[src/rtl/spi_master_engine.sv]
// SPI mode-0 initiator with a chunked command/status handshake.
// Generates SS/SCLK/MOSI from sys_clk and captures MISO MSB-first into a right-aligned buffer.
module spi_master_engine #(
    parameter int BUF_SIZE         = 9,
    parameter int CHUNK_SIZE_WIDTH = $clog2(BUF_SIZE+1),
    parameter int CLK_DIV          = 4,
    parameter int SS_SETUP         = 2,
    parameter int SS_HOLD          = 2
) (
    input  logic                        sys_clk,
    input  logic                        rst,
    input  logic                        cmd_start,
    input  logic                        cmd_next_chunk,
    input  logic                        cmd_finish,
    input  logic [CHUNK_SIZE_WIDTH-1:0] next_chunk_size,
    input  logic [BUF_SIZE-1:0]         mosi_data,
    input  logic                        miso_in,
    output logic                        mosi_out,
    output logic                        sclk_out,
    output logic                        ss_out,
    output logic                        comm_active,
    output logic                        bus_ready,
    output logic [BUF_SIZE-1:0]         miso_data
);
    localparam int CW      = CHUNK_SIZE_WIDTH;
    localparam int CNT_MAX = (CLK_DIV > SS_SETUP) ? ((CLK_DIV > SS_HOLD) ? CLK_DIV : SS_HOLD)
                                                  : ((SS_SETUP > SS_HOLD) ? SS_SETUP : SS_HOLD);
    localparam int CNT_W   = $clog2(CNT_MAX+1);

    localparam logic [CNT_W-1:0] DIV_LAST   = CNT_W'(CLK_DIV-1);
    localparam logic [CNT_W-1:0] SETUP_LAST = CNT_W'(SS_SETUP-1);
    localparam logic [CNT_W-1:0] HOLD_LAST  = CNT_W'(SS_HOLD-1);
    localparam logic [CNT_W-1:0] CNT_ONE    = CNT_W'(1);
    localparam logic [CW-1:0]    BUF_N      = CW'(BUF_SIZE);
    localparam logic [CW-1:0]    BITS_ONE   = CW'(1);
    localparam logic [CW-1:0]    BITS_ZERO  = '0;

    typedef enum logic [2:0] {IDLE, SETUP, COMM, LOW, HIGH, HOLD} state_t;

    state_t              state_q;
    logic [CNT_W-1:0]    cnt_q;
    logic [CW-1:0]       bits_q;
    logic [BUF_SIZE-1:0] tx_q, rx_q, miso_q;
    logic                ss_q, sclk_q, mosi_q, ready_q;

    logic [CW-1:0]       n_d, shamt_d;
    logic [BUF_SIZE-1:0] tx_d;

    // Left-align the chunk so the next bit to send is always the register MSB.
    always_comb begin
        n_d     = (next_chunk_size > BUF_N) ? BUF_N : next_chunk_size;
        shamt_d = BUF_N - n_d;
        tx_d    = mosi_data << shamt_d;
    end

    always_ff @(posedge sys_clk or posedge rst) begin
        if (rst) begin
            state_q <= IDLE;
            cnt_q   <= '0;
            bits_q  <= '0;
            tx_q    <= '0;
            rx_q    <= '0;
            miso_q  <= '0;
            ss_q    <= 1'b0;
            sclk_q  <= 1'b0;
            mosi_q  <= 1'b0;
            ready_q <= 1'b1;
        end else begin
            case (state_q)
                IDLE: if (cmd_start) begin
                    ss_q    <= 1'b1;
                    ready_q <= 1'b0;
                    cnt_q   <= '0;
                    state_q <= SETUP;
                end
                SETUP: if (cnt_q == SETUP_LAST) begin
                    cnt_q   <= '0;
                    ready_q <= 1'b1;
                    state_q <= COMM;
                end else cnt_q <= cnt_q + CNT_ONE;
                COMM: if (!ready_q) begin
                    // Zero-length chunk completes one cycle after acceptance.
                    ready_q <= 1'b1;
                    miso_q  <= '0;
                end else if (cmd_next_chunk) begin
                    ready_q <= 1'b0;
                    rx_q    <= '0;
                    cnt_q   <= '0;
                    bits_q  <= n_d;
                    tx_q    <= tx_d;
                    if (n_d != BITS_ZERO) begin
                        mosi_q  <= tx_d[BUF_SIZE-1];
                        state_q <= LOW;
                    end
                end else if (cmd_finish) begin
                    ready_q <= 1'b0;
                    cnt_q   <= '0;
                    state_q <= HOLD;
                end
                LOW: if (cnt_q == DIV_LAST) begin
                    cnt_q   <= '0;
                    sclk_q  <= 1'b1;
                    rx_q    <= {rx_q[BUF_SIZE-2:0], miso_in};
                    state_q <= HIGH;
                end else cnt_q <= cnt_q + CNT_ONE;
                HIGH: if (cnt_q == DIV_LAST) begin
                    cnt_q  <= '0;
                    sclk_q <= 1'b0;
                    if (bits_q > BITS_ONE) begin
                        bits_q  <= bits_q - BITS_ONE;
                        tx_q    <= tx_q << 1;
                        mosi_q  <= tx_q[BUF_SIZE-2];
                        state_q <= LOW;
                    end else begin
                        miso_q  <= rx_q;
                        ready_q <= 1'b1;
                        state_q <= COMM;
                    end
                end else cnt_q <= cnt_q + CNT_ONE;
                HOLD: if (cnt_q == HOLD_LAST) begin
                    cnt_q   <= '0;
                    ss_q    <= 1'b0;
                    mosi_q  <= 1'b0;
                    ready_q <= 1'b1;
                    state_q <= IDLE;
                end else cnt_q <= cnt_q + CNT_ONE;
                default: state_q <= IDLE;
            endcase
        end
    end

    assign mosi_out    = mosi_q;
    assign sclk_out    = sclk_q;
    assign ss_out      = ss_q;
    assign comm_active = ss_q;
    assign bus_ready   = ready_q;
    assign miso_data   = miso_q;
endmodule

[config.mk]
export PLATFORM = sky130hd
export DESIGN_NAME = spi_master_engine
export DESIGN_NICKNAME = d
export VERILOG_FILES = /design/src/rtl/spi_master_engine.sv
export SDC_FILE = /design/constraint.sdc
export NUM_CORES = 1
export LEC_CHECK = 0
export BUFFER_PORTS_ARGS = -buffer_cell sky130_fd_sc_hd__buf_2
export CAP_MARGIN = 20
export CORE_MARGIN = 5
export CORE_UTILIZATION = 50
export DETAILED_ROUTE_END_ITERATION = 10
export PLACE_DENSITY = 0.71
export SETUP_SLACK_MARGIN = 0.2
export SYNTH_ARGS = -nofsm -noshare
export SYNTH_HDL_FRONTEND = slang
export SYNTH_SLANG_ARGS = --single-unit
[constraint.sdc]
create_clock -name sys_clk -period 2.59 [get_ports sys_clk]
set_input_delay 0.259 -clock sys_clk [delete_from_list [all_inputs] [get_ports sys_clk]]
set_output_delay 0.259 -clock sys_clk [all_outputs]
set_load 0.05 [all_outputs]
**Word-level counts from Yosys, hierarchy flattened**

Cells that the tools add are included.

- Add/subtract/negate cells: 3
- Order comparisons: 2
- Equality and inequality tests: 21
- Shifts and indexed selects: 1
- Multiplexer cells: 57
- Reductions and logical operators: 20

Operators by type and width:

| operator | count |
|---|---|
| $mux 9 | 6 |
| $mux 3 | 15 |
| $pmux 9 s2 | 2 |
| $mux 8 | 4 |
| $ne 2x2->1 const B | 11 |
| $mux 4 | 5 |
| $pmux 3 s6 | 1 |
| $mux 1 | 17 |
| $pmux 8 s2 | 1 |
| $pmux 3 s4 | 1 |
| $reduce_and 4->1 | 3 |
| $reduce_bool 4->1 | 3 |
| $reduce_and 5->1 | 2 |
| $eq 3x2->1 const B | 3 |
| $shl 9x4->9 | 1 |
| $pmux 4 s2 | 1 |
| $reduce_and 8->1 | 1 |
| $reduce_bool 2->1 | 4 |
| $reduce_and 7->1 | 1 |
| $eq 3x1->1 const B | 2 |
| $eq 3x3->1 const B | 2 |
| $ne 3x3->1 const B | 2 |
| $reduce_and 3->1 | 2 |
| $gt 4x1->1 const B | 1 |
| 11 further kinds | 13 |

- Flip-flop bits (word level): 40
- Input bits: 19
- Output and inout bits: 14

**Depth between registers and ports, before layout**

Gate-level depths: netlist of run 1.

- Depth after elaboration: 8
- Depth in mapped cells: 9

**Worst setup path after synthesis of run 1**

No wires, ideal clock.

- Path type: flip-flop to flip-flop
- From: reg cnt_q[0]
- To: reg state_q[2]
- Library setup time: 0.125 ns
- Data arrival time: 1.665 ns
- Path slack: 0.800 ns
- Stages on the path, launching flop included: 8
- Clock period less this slack: 1.790 ns
- Cell sequence: dfrtp_1 -> ha_1 -> ha_1 -> buf_6 -> a2bb2oi_1 -> o22ai_1 -> a221oi_2 -> mux2_4

- Word-level cells in the longest chain between the ends: 3
- Elaborated cells between the ends (all ways): 7
- Those cells by class: 6 x eq/ne; 1 x reduce/logical

RTL lines:

| what | RTL line | text |
|---|---|---|
| start: declaration | 41 | `logic [CNT_W-1:0] cnt_q;` |
| start signal: assignment | 80 | `end else cnt_q <= cnt_q + CNT_ONE;` |
| start signal: assignment | 105 | `end else cnt_q <= cnt_q + CNT_ONE;` |
| start signal: assignment | 119 | `end else cnt_q <= cnt_q + CNT_ONE;` |
| $eq 3x2->1 or $eq 3x1->1 (tied branches) | - |  |
| $ne 2x2->1 (no line) | - |  |
| $reduce_and 8->1 (no line) * | - |  |
| end signal: assignment | 98 | `state_q <= HOLD;` |
| end signal: assignment | 104 | `state_q <= HIGH;` |
| end signal: assignment | 113 | `state_q <= LOW;` |
| end: declaration | 40 | `state_t state_q;` |

Every way passes the cells marked *; elsewhere a longest branch is shown, timed or not.
A chain may end at the register's enable or synchronous reset.

**Worst setup path after layout of run 1**

- From: reg bits_q[0]
- To: reg miso_q[2], in the netlist miso_data[2]

- Word-level cells in the longest chain between the ends: 3

RTL lines:

| what | RTL line | text |
|---|---|---|
| start: declaration | 42 | `logic [CW-1:0] bits_q;` |
| start signal: assignment | 89 | `bits_q <= n_d;` |
| start signal: assignment | 110 | `bits_q <= bits_q - BITS_ONE;` |
| $gt 4x1->1 | 109 | `if (bits_q > BITS_ONE) begin` |
| $ne 2x2->1 (no line) | - |  |
| $reduce_and 4->1 (no line) | - |  |
| end signal: assignment | 115 | `miso_q <= rx_q;` |
| end: declaration | 43 | `logic [BUF_SIZE-1:0] tx_q, rx_q, miso_q;` |

No other way between the ends.

==> results of run 1 <==
[worst min-delay path: stages]
cell and delay [ns]:
buf_2 0.09, inv_1 0.04, buf_4 0.42
[path summary, 6_finish.rpt]
check	from	to	slack, ns
worst min register to register	mosi_out$_DFFE_PP0P_	mosi_out$_DFFE_PP0P_	0.48
max in group asynchronous	rst	bus_ready$_DFFE_PP1P_	2.16
worst max register to register	bits_q[0]$_DFFE_PP0P_	miso_data[2]$_DFFE_PP0P_	0.53
min in group sys_clk	miso_in	rx_q[0]$_DFFE_PP0P_	0.20
worst max-delay path	bits_q[0]$_DFFE_PP0P_	miso_data[2]$_DFFE_PP0P_	0.53
worst min-delay path	rst	bits_q[3]$_DFFE_PP0P_	0.07
[logic make-up after synthesis]
group / Yosys count / synth area share [%]
buffers and inverters: 30 / 6.00
adder cells (fa/ha/maj): 8 / 4.14
multiplexers: 12 / 5.33
AND/OR/NAND/NOR: 78 / 15.9
flip-flops: 40 / 41.4
AO/OA/AOI/OAI: 87 / 26.9
XOR/XNOR: 1 / 0.362
[registers in the layout, summed over array words and instances, names as in the netlist]
name,cells
comm_active,1
state_q,3
rx_q,9
sclk_out,1
cnt_q,3
miso_data,9
bus_ready,1
mosi_out,1
bits_q,4
tx_q,8
[cell usage in the layout (no fill, tap or decap), types with 6 or more instances in the layout]
cell type	n
nor2_1	28
ha_1	8
dfrtp_1	39
nand2_1	18
a22o_1	19
mux2i_1	8
buf_2	32
a31oi_1	6
o21ai_0	9
clkbuf_8	7
inv_1	14
a21oi_1	9
[final cells by class]
| cell class | instances | share of cell area, % |
|---|---|---|
| timing repair buffer | 37 | 7.23 |
| multi-input combinational | 186 | 46.5 |
| clock buffer | 7 | 3.52 |
| inverter | 14 | 1.92 |
| clock inverter | 1 | 1.10 |
| tap | 67 | 3.06 |
| sequential | 40 | 36.6 |
[per-stage QoR]
stage	setup WS, ns	util, %
6_report	0.530	57.9
3_5_place_dp	0.520	55.2
4_1_cts	0.536	57.9
5_1_grt	0.341	57.9
2_1_floorplan	0.800	-
3_3_place_gp	0.576	55.2
[routing by layer]
| layer | vias up | global-route usage, % |
|---|---|---|
| met3 | 2 | 4.85 |
| met4 | 0 | 3.78 |
| met1 | 990 | 26.0 |
| li1 | 1001 | - |
| met2 | 37 | 30.5 |
| met5 | - | 0 |
[report_power, final]
part,switching [mW],internal (mW),leakage (nW)
Sequential,0.181,0.803,0.519
Clock,0.209,0.340,0.0645
Combinational,0.627,0.402,0.674
==> summary.txt, run 1 <==
STA
  – Rel. slew slack: between 50 and 60%
  – Post-route minimum period: just over 2 ns
  – Final Skew: 0.00403 ns
  – Fin. Hold Viols: 0
  – Worst-Margin Slew: around 0.68 ns
  – Final total negative setup slack: 0 ns
  – Final period util: 79.5%
  – Slew Viols, Final: 0
  – Unrepaired setup endpoints after global routing: false
  – Setup violations, final: 0
  – WHS: between 0.07 and 0.08 ns
  – Fmax: 485 MHz

Clock tree
  – Sink Count: 40
  – CTS tree: yes
  – Number of CTS-inserted buffers: 5
  – Clk root buf: clkbuf_8
  – H-tree Lvls: 2
  – Skew-Pair Late Insertion Delay: slightly below 0.3 ns
  – Clock tree buffer depth: 2
  – Clock slew at reported path FFs: roughly 0.070 ns
  – Post-CTS sizing: 0
  – Hold-fix buffer count after cts: 0
  – Post-CTS Setup Repair Bufs: 0

Power
  – Power per Cell Area: 937 nW/µm²
  – LEAKAGE: 1.26 nW
  – Maximum vdd drop: ~0.49 mV
  – Power Total: between 2 and 3 mW

Placement
  – Placed cell area: 2610 µm²
  – DP Cell Count: roughly 340
  – Final GP Congestion: 0.850
  – Post-DP HPWL: 4070 µm
  – IO buf count: 32

Finish
  – Ant. Diodes: 0
  – Area occupied by multi-input gates: around 1300 µm²
  – Filler cells: about 420
  – Layout area overhead: 13.0%
  – Fin cells: between 300 and 400
  – Register area: about 1000 µm²
  – Proportion of layout cells with a drive suffix above 1: between 10% and 20%
  – Final #Nets: approximately 310
  – Final instance area: 2740 µm²

Global routing
  – Overflow after GRT: 0
  – First-pass GRT wire length: about 9500 µm
  – All-Layer GR Usage: a little under a fifth
  – Initial antenna violation count: 0
  – Vias in the first global route: roughly 2k
  – Largest net degree at the start of global routing: 41

Drt
  – Number of vias per cell: approximately 5.8
  – Vias post-DR: roughly 2.0k
  – First DRT Iteration DRCs: around 150
  – WL met2: ~2600 µm
  – Met1 wire length: ~2600 µm
  – Highest routing layer actually used: met4
  – DRC viols: 0
  – DR WL/cell: around 16 µm
  – Met3 wire len: roughly 200 µm
  – Initial DRT Pass Iterations: 4
  – Post-route ant nets: 0
  – Final WL: between 5000 and 6000 µm

Synth
  – Seq/Total Area, Yosys: roughly two fifths
  – Synthesized area: around 2400 µm²
  – Unique cell type count in the Yosys netlist: 56
  – Post-synth EDFFs: 0
  – Synth area leaders: dfrtp_1, a22o_1, nor2_1, ha_1, mux2i_1
  – Post-Syn Instances: approximately 260
  – Yosys warning count: 0
  – Synth top area share: about two fifths
  – Synth cell count leaders: dfrtp_1, nor2_1, a22o_1
  – Seq cells post-synth: 40
  – Post-synth ARST share: between 90% and 100%
  – Avg Cell Area, Syn: 9.45 µm²
  – Most common cell in the netlist: dfrtp_1
  – Main synth FF type: dfrtp_1
  – Cell taking the most area after synthesis: dfrtp_1
  – Syn Nets: approximately 280

Die
  – Row Count: 25
  – DIE WIDTH: just under 80 µm
  – Die Ht: 79.6 µm
  – IO Pins: 33
  – Die area: around 6300 µm²
  – Area of the core: 4720 µm²
  – Initial Utilization: 51.2%

Setup path
  – Worst-path fanout max: 9
  – Crit path cell chain: inv_1, ha_1, nor2_1, nor3_1, and3_1, o21ai_1, a22o_1
  – CP startpoint kind: flop
  – Worst r2r path cells: 7
  – Crit-path slowest cell: dfrtp_1
  – WS Path Type: flop to flop
  – Crit path capture type: flop
  – CP required: 2.77 ns
  – Critical Path AT: ~2.2 ns
  – Worst path max stage delay: about 0.42 ns
  – CP bufs+invs: 1
  – Crit. path cell count: 7
  – CP top delay family: simple AND/OR/NAND/NOR gates

Worst hold path
  – Hold Path Class: input pin to asynchronous set/reset pin

Flow run
  – Max Cap Violations: 0

Status
  – Status: complete, no violations
No activity file was read; power rests on OpenSTA's default activity.
==> run 2, diff against run 1 <==
- ABC_AREA: default -> 1
- PLACE_DENSITY: 0.71 -> 0.74
- clock period: 2.59 -> 1.7 ns (I/O delays scaled with it)
==> run 2 against run 1 <==
  * The run now ends with negative hold slack left
  * Combinational power grew to 2.6 times the previous value
  * Power up 93%
  * Clock power grew 41%
==> summary.txt, run 2 <==
STA
  – Final period util: between 90% and 100%
  – Setup violations, final: 0
  – Fin. Hold Viols: 10
  – WHS: -0.00559 ns
  – Slew Viols, Final: 0
  – Unrepaired setup endpoints after global routing: true
  – Post-route minimum period: approximately 1.7 ns
  – Worst-Margin Slew: roughly 0.5 ns
  – Final Skew: between 0.003 and 0.004 ns
  – Rel. slew slack: roughly 66%
  – Fmax: 601 MHz

Clock tree
  – Skew-Pair Late Insertion Delay: around 0.29 ns
  – Hold-fix buffer count after cts: 0
  – Number of CTS-inserted buffers: 5
  – Clock tree buffer depth: 2
  – Clock slew at reported path FFs: approximately 0.08 ns
  – CTS tree: yes
  – Clk root buf: clkbuf_8
  – H-tree Lvls: 2
  – Sink Count: 40

Die
  – Area of the core: roughly 4700 µm²
  – Initial Utilization: about half
  – DIE WIDTH: slightly below 80 µm
  – IO Pins: 33
  – Die Ht: approximately 79 µm
  – Row Count: 25
  – Die area: about 6300 µm²

Synth
  – Unique cell type count in the Yosys netlist: 36
  – Most common cell in the netlist: nand2_1
  – Yosys warning count: 0
  – Synth cell count leaders: nand2_1, dfrtp_1, inv_1
  – Synth area leaders: dfrtp_1, nand2_1, nand3_1, inv_1, o21ai_0
  – Syn Nets: approximately 330
  – Avg Cell Area, Syn: between 7 and 8 µm²
  – Cell taking the most area after synthesis: dfrtp_1
  – Seq/Total Area, Yosys: between 40% and 50%
  – Post-synth ARST share: 100%
  – Main synth FF type: dfrtp_1
  – Synth top area share: 40.6%
  – Synthesized area: roughly 2400 µm²
  – Post-Syn Instances: about 300
  – Seq cells post-synth: 40
  – Post-synth EDFFs: 0

Status
  – Failing checks: negative hold slack
  – Status: finished, violations left

Global routing
  – Initial antenna violation count: 0
  – Overflow after GRT: 0
  – First-pass GRT wire length: just over 9000 µm
  – Vias in the first global route: roughly 2.1k
  – All-Layer GR Usage: a little under a fifth
  – Largest net degree at the start of global routing: 41

Placement
  – Final GP Congestion: a little over 0.9
  – Placed cell area: between 2000 and 3000 µm²
  – Post-DP HPWL: between 3000 and 4000 µm
  – IO buf count: 32

Power
  – Power Total: between 4 and 5 mW
  – Power per Cell Area: roughly 1600 nW/µm²
  – LEAKAGE: 1.45 nW
  – Maximum vdd drop: around 1 mV

Setup path
  – WS Path Type: flop to flop
  – Critical Path AT: 1.87 ns
  – Reg2Reg Capture Point: state_q[2]$_DFFE_PP0P_
  – Crit path capture type: flop
  – CP required: about 1.9 ns
  – Reg2reg start: cnt_q[0]$_DFFE_PP0P_
  – R2R setup slack: about 0.037 ns
  – Worst r2r path cells: 8
  – Worst-path fanout max: 4
  – CP startpoint kind: flop

Finish
  – Final instance area: a little over 3000 µm²
  – Ant. Diodes: 0
  – Fin util: between 60% and 70%
  – Commonest non-fill, non-tap cell in the layout: nand2_1
  – Commonest non-fill, non-tap cells in the layout: nand2_1, dfrtp_1, buf_2, nand3_1, inv_1
  – Final #Nets: roughly 380
  – Proportion of layout cells with a drive suffix above 1: ~38%
  – Layout area overhead: 28.8%

Flow run
  – Max Cap Violations: 0

Drt
  – First DRT Iteration DRCs: roughly 130
  – DRC viols: 0
  – Final WL: roughly 5700 µm
  – Number of vias per cell: between 5 and 6
  – Vias post-DR: 2,225
  – Initial DRT Pass Iterations: 4
  – Post-route ant nets: 0
  – DR WL/cell: roughly 14 µm

Worst hold path
  – Hold Path Class: input pin to asynchronous set/reset pin
-- run 2: cell count changes after synthesis, moves of 5 or more --
cell and change:
nand2b_1 -5, nand3_1 +24, nand2_1 +43, a31oi_1 -5
buf_2 -8, inv_1 +22, o22ai_1 +6, o21ai_0 +16
mux2i_1 -8, a22o_1 -19, nor2_1 -5
-- run 2: layout make-up --
cell class	count	area, µm²
timing repair buffer	54	330
fill	392	1590
multi-input combinational	215	1430
clock inverter	2	35.0
sequential	40	1010
tap	54	67.6
inverter	40	158
clock buffer	6	72.6
-- run 2: per-stage QoR --
stage / std cells / setup WS (ns) / setup TNS [ns]
global placement: 393 / 0.0258 / 0
floorplan: 301 / 0.185 / 0
detailed placement: 393 / 0.0305 / 0
CTS: 403 / 0.0643 / 0
global route: 411 / -0.0234 / -0.0600
finish: 411 / 0.0366 / 0
-- run 2: worst max-delay path, stage by stage, from the launching register on --
cell	delay [ns]
dfrtp_1	0.43
ha_4	0.18
ha_4	0.16
inv_6	0.05
nand2_4	0.09
nand3_4	0.08
nor4_4	0.33
o21ai_1	0.14
o21ai_1	0.12
-- run 2: metal layers --
| layer | global-route usage, % | vias to the layer above | share of wire (%) |
|---|---|---|---|
| met5 | 0 | - | 0 |
| met4 | 6.01 | 0 | 1.2 |
| met3 | 3.16 | 6 | 4.8 |
| met2 | 31.1 | 74 | 49 |
| met1 | 24.2 | 1025 | 45 |
| li1 | - | 1120 | - |
-- run 2: report_power, final --
part / internal [mW] / leakage (nW) / total [mW] / switching (mW)
Clock: 0.436 / 0.0552 / 0.772 / 0.336
Combinational: 1.05 / 0.883 / 2.70 / 1.66
Sequential: 1.23 / 0.516 / 1.47 / 0.233
Total: 2.72 / 1.45 / 4.94 / 2.23
-- run 2: how the worst max path moves through the flow --
stage | end | slack [ns] | start
2_1_floorplan | tx_q[7]$_DFFE_PP0P_ | 0.18 | next_chunk_size[1]
6_report | state_q[2]$_DFFE_PP0P_ | 0.04 | cnt_q[0]$_DFFE_PP0P_
3_5_place_dp | tx_q[5]$_DFFE_PP0P_ | 0.03 | bits_q[0]$_DFFE_PP0P_
3_3_place_gp | tx_q[5]$_DFFE_PP0P_ | 0.03 | bits_q[0]$_DFFE_PP0P_
5_1_grt | tx_q[5]$_DFFE_PP0P_ | -0.02 | bits_q[1]$_DFFE_PP0P_
4_1_cts | tx_q[5]$_DFFE_PP0P_ | 0.06 | bits_q[0]$_DFFE_PP0P_
-- run 2: cell families (layout without fill, tap and decap cells) --
logic type,count (synthesis),in the layout,share of synthesized area [%]
buf+inv,47,102,8.84
xor+xnor,2,2,0.728
flops,40,40,41.7
fa+ha+maj,8,8,4.16
simple gates,136,136,27.1
compound gates,68,69,17.5
-- run 2: timing repair --
| action | 4_1_cts | 5_1_grt |
|---|---|---|
| endpoints found under the setup margin | 35 | 38 |
| gates resized for setup | 18 | 37 |
| pin swaps | 8 | 13 |
| gates cloned | 0 | 2 |
| setup buffers | 2 | 6 |
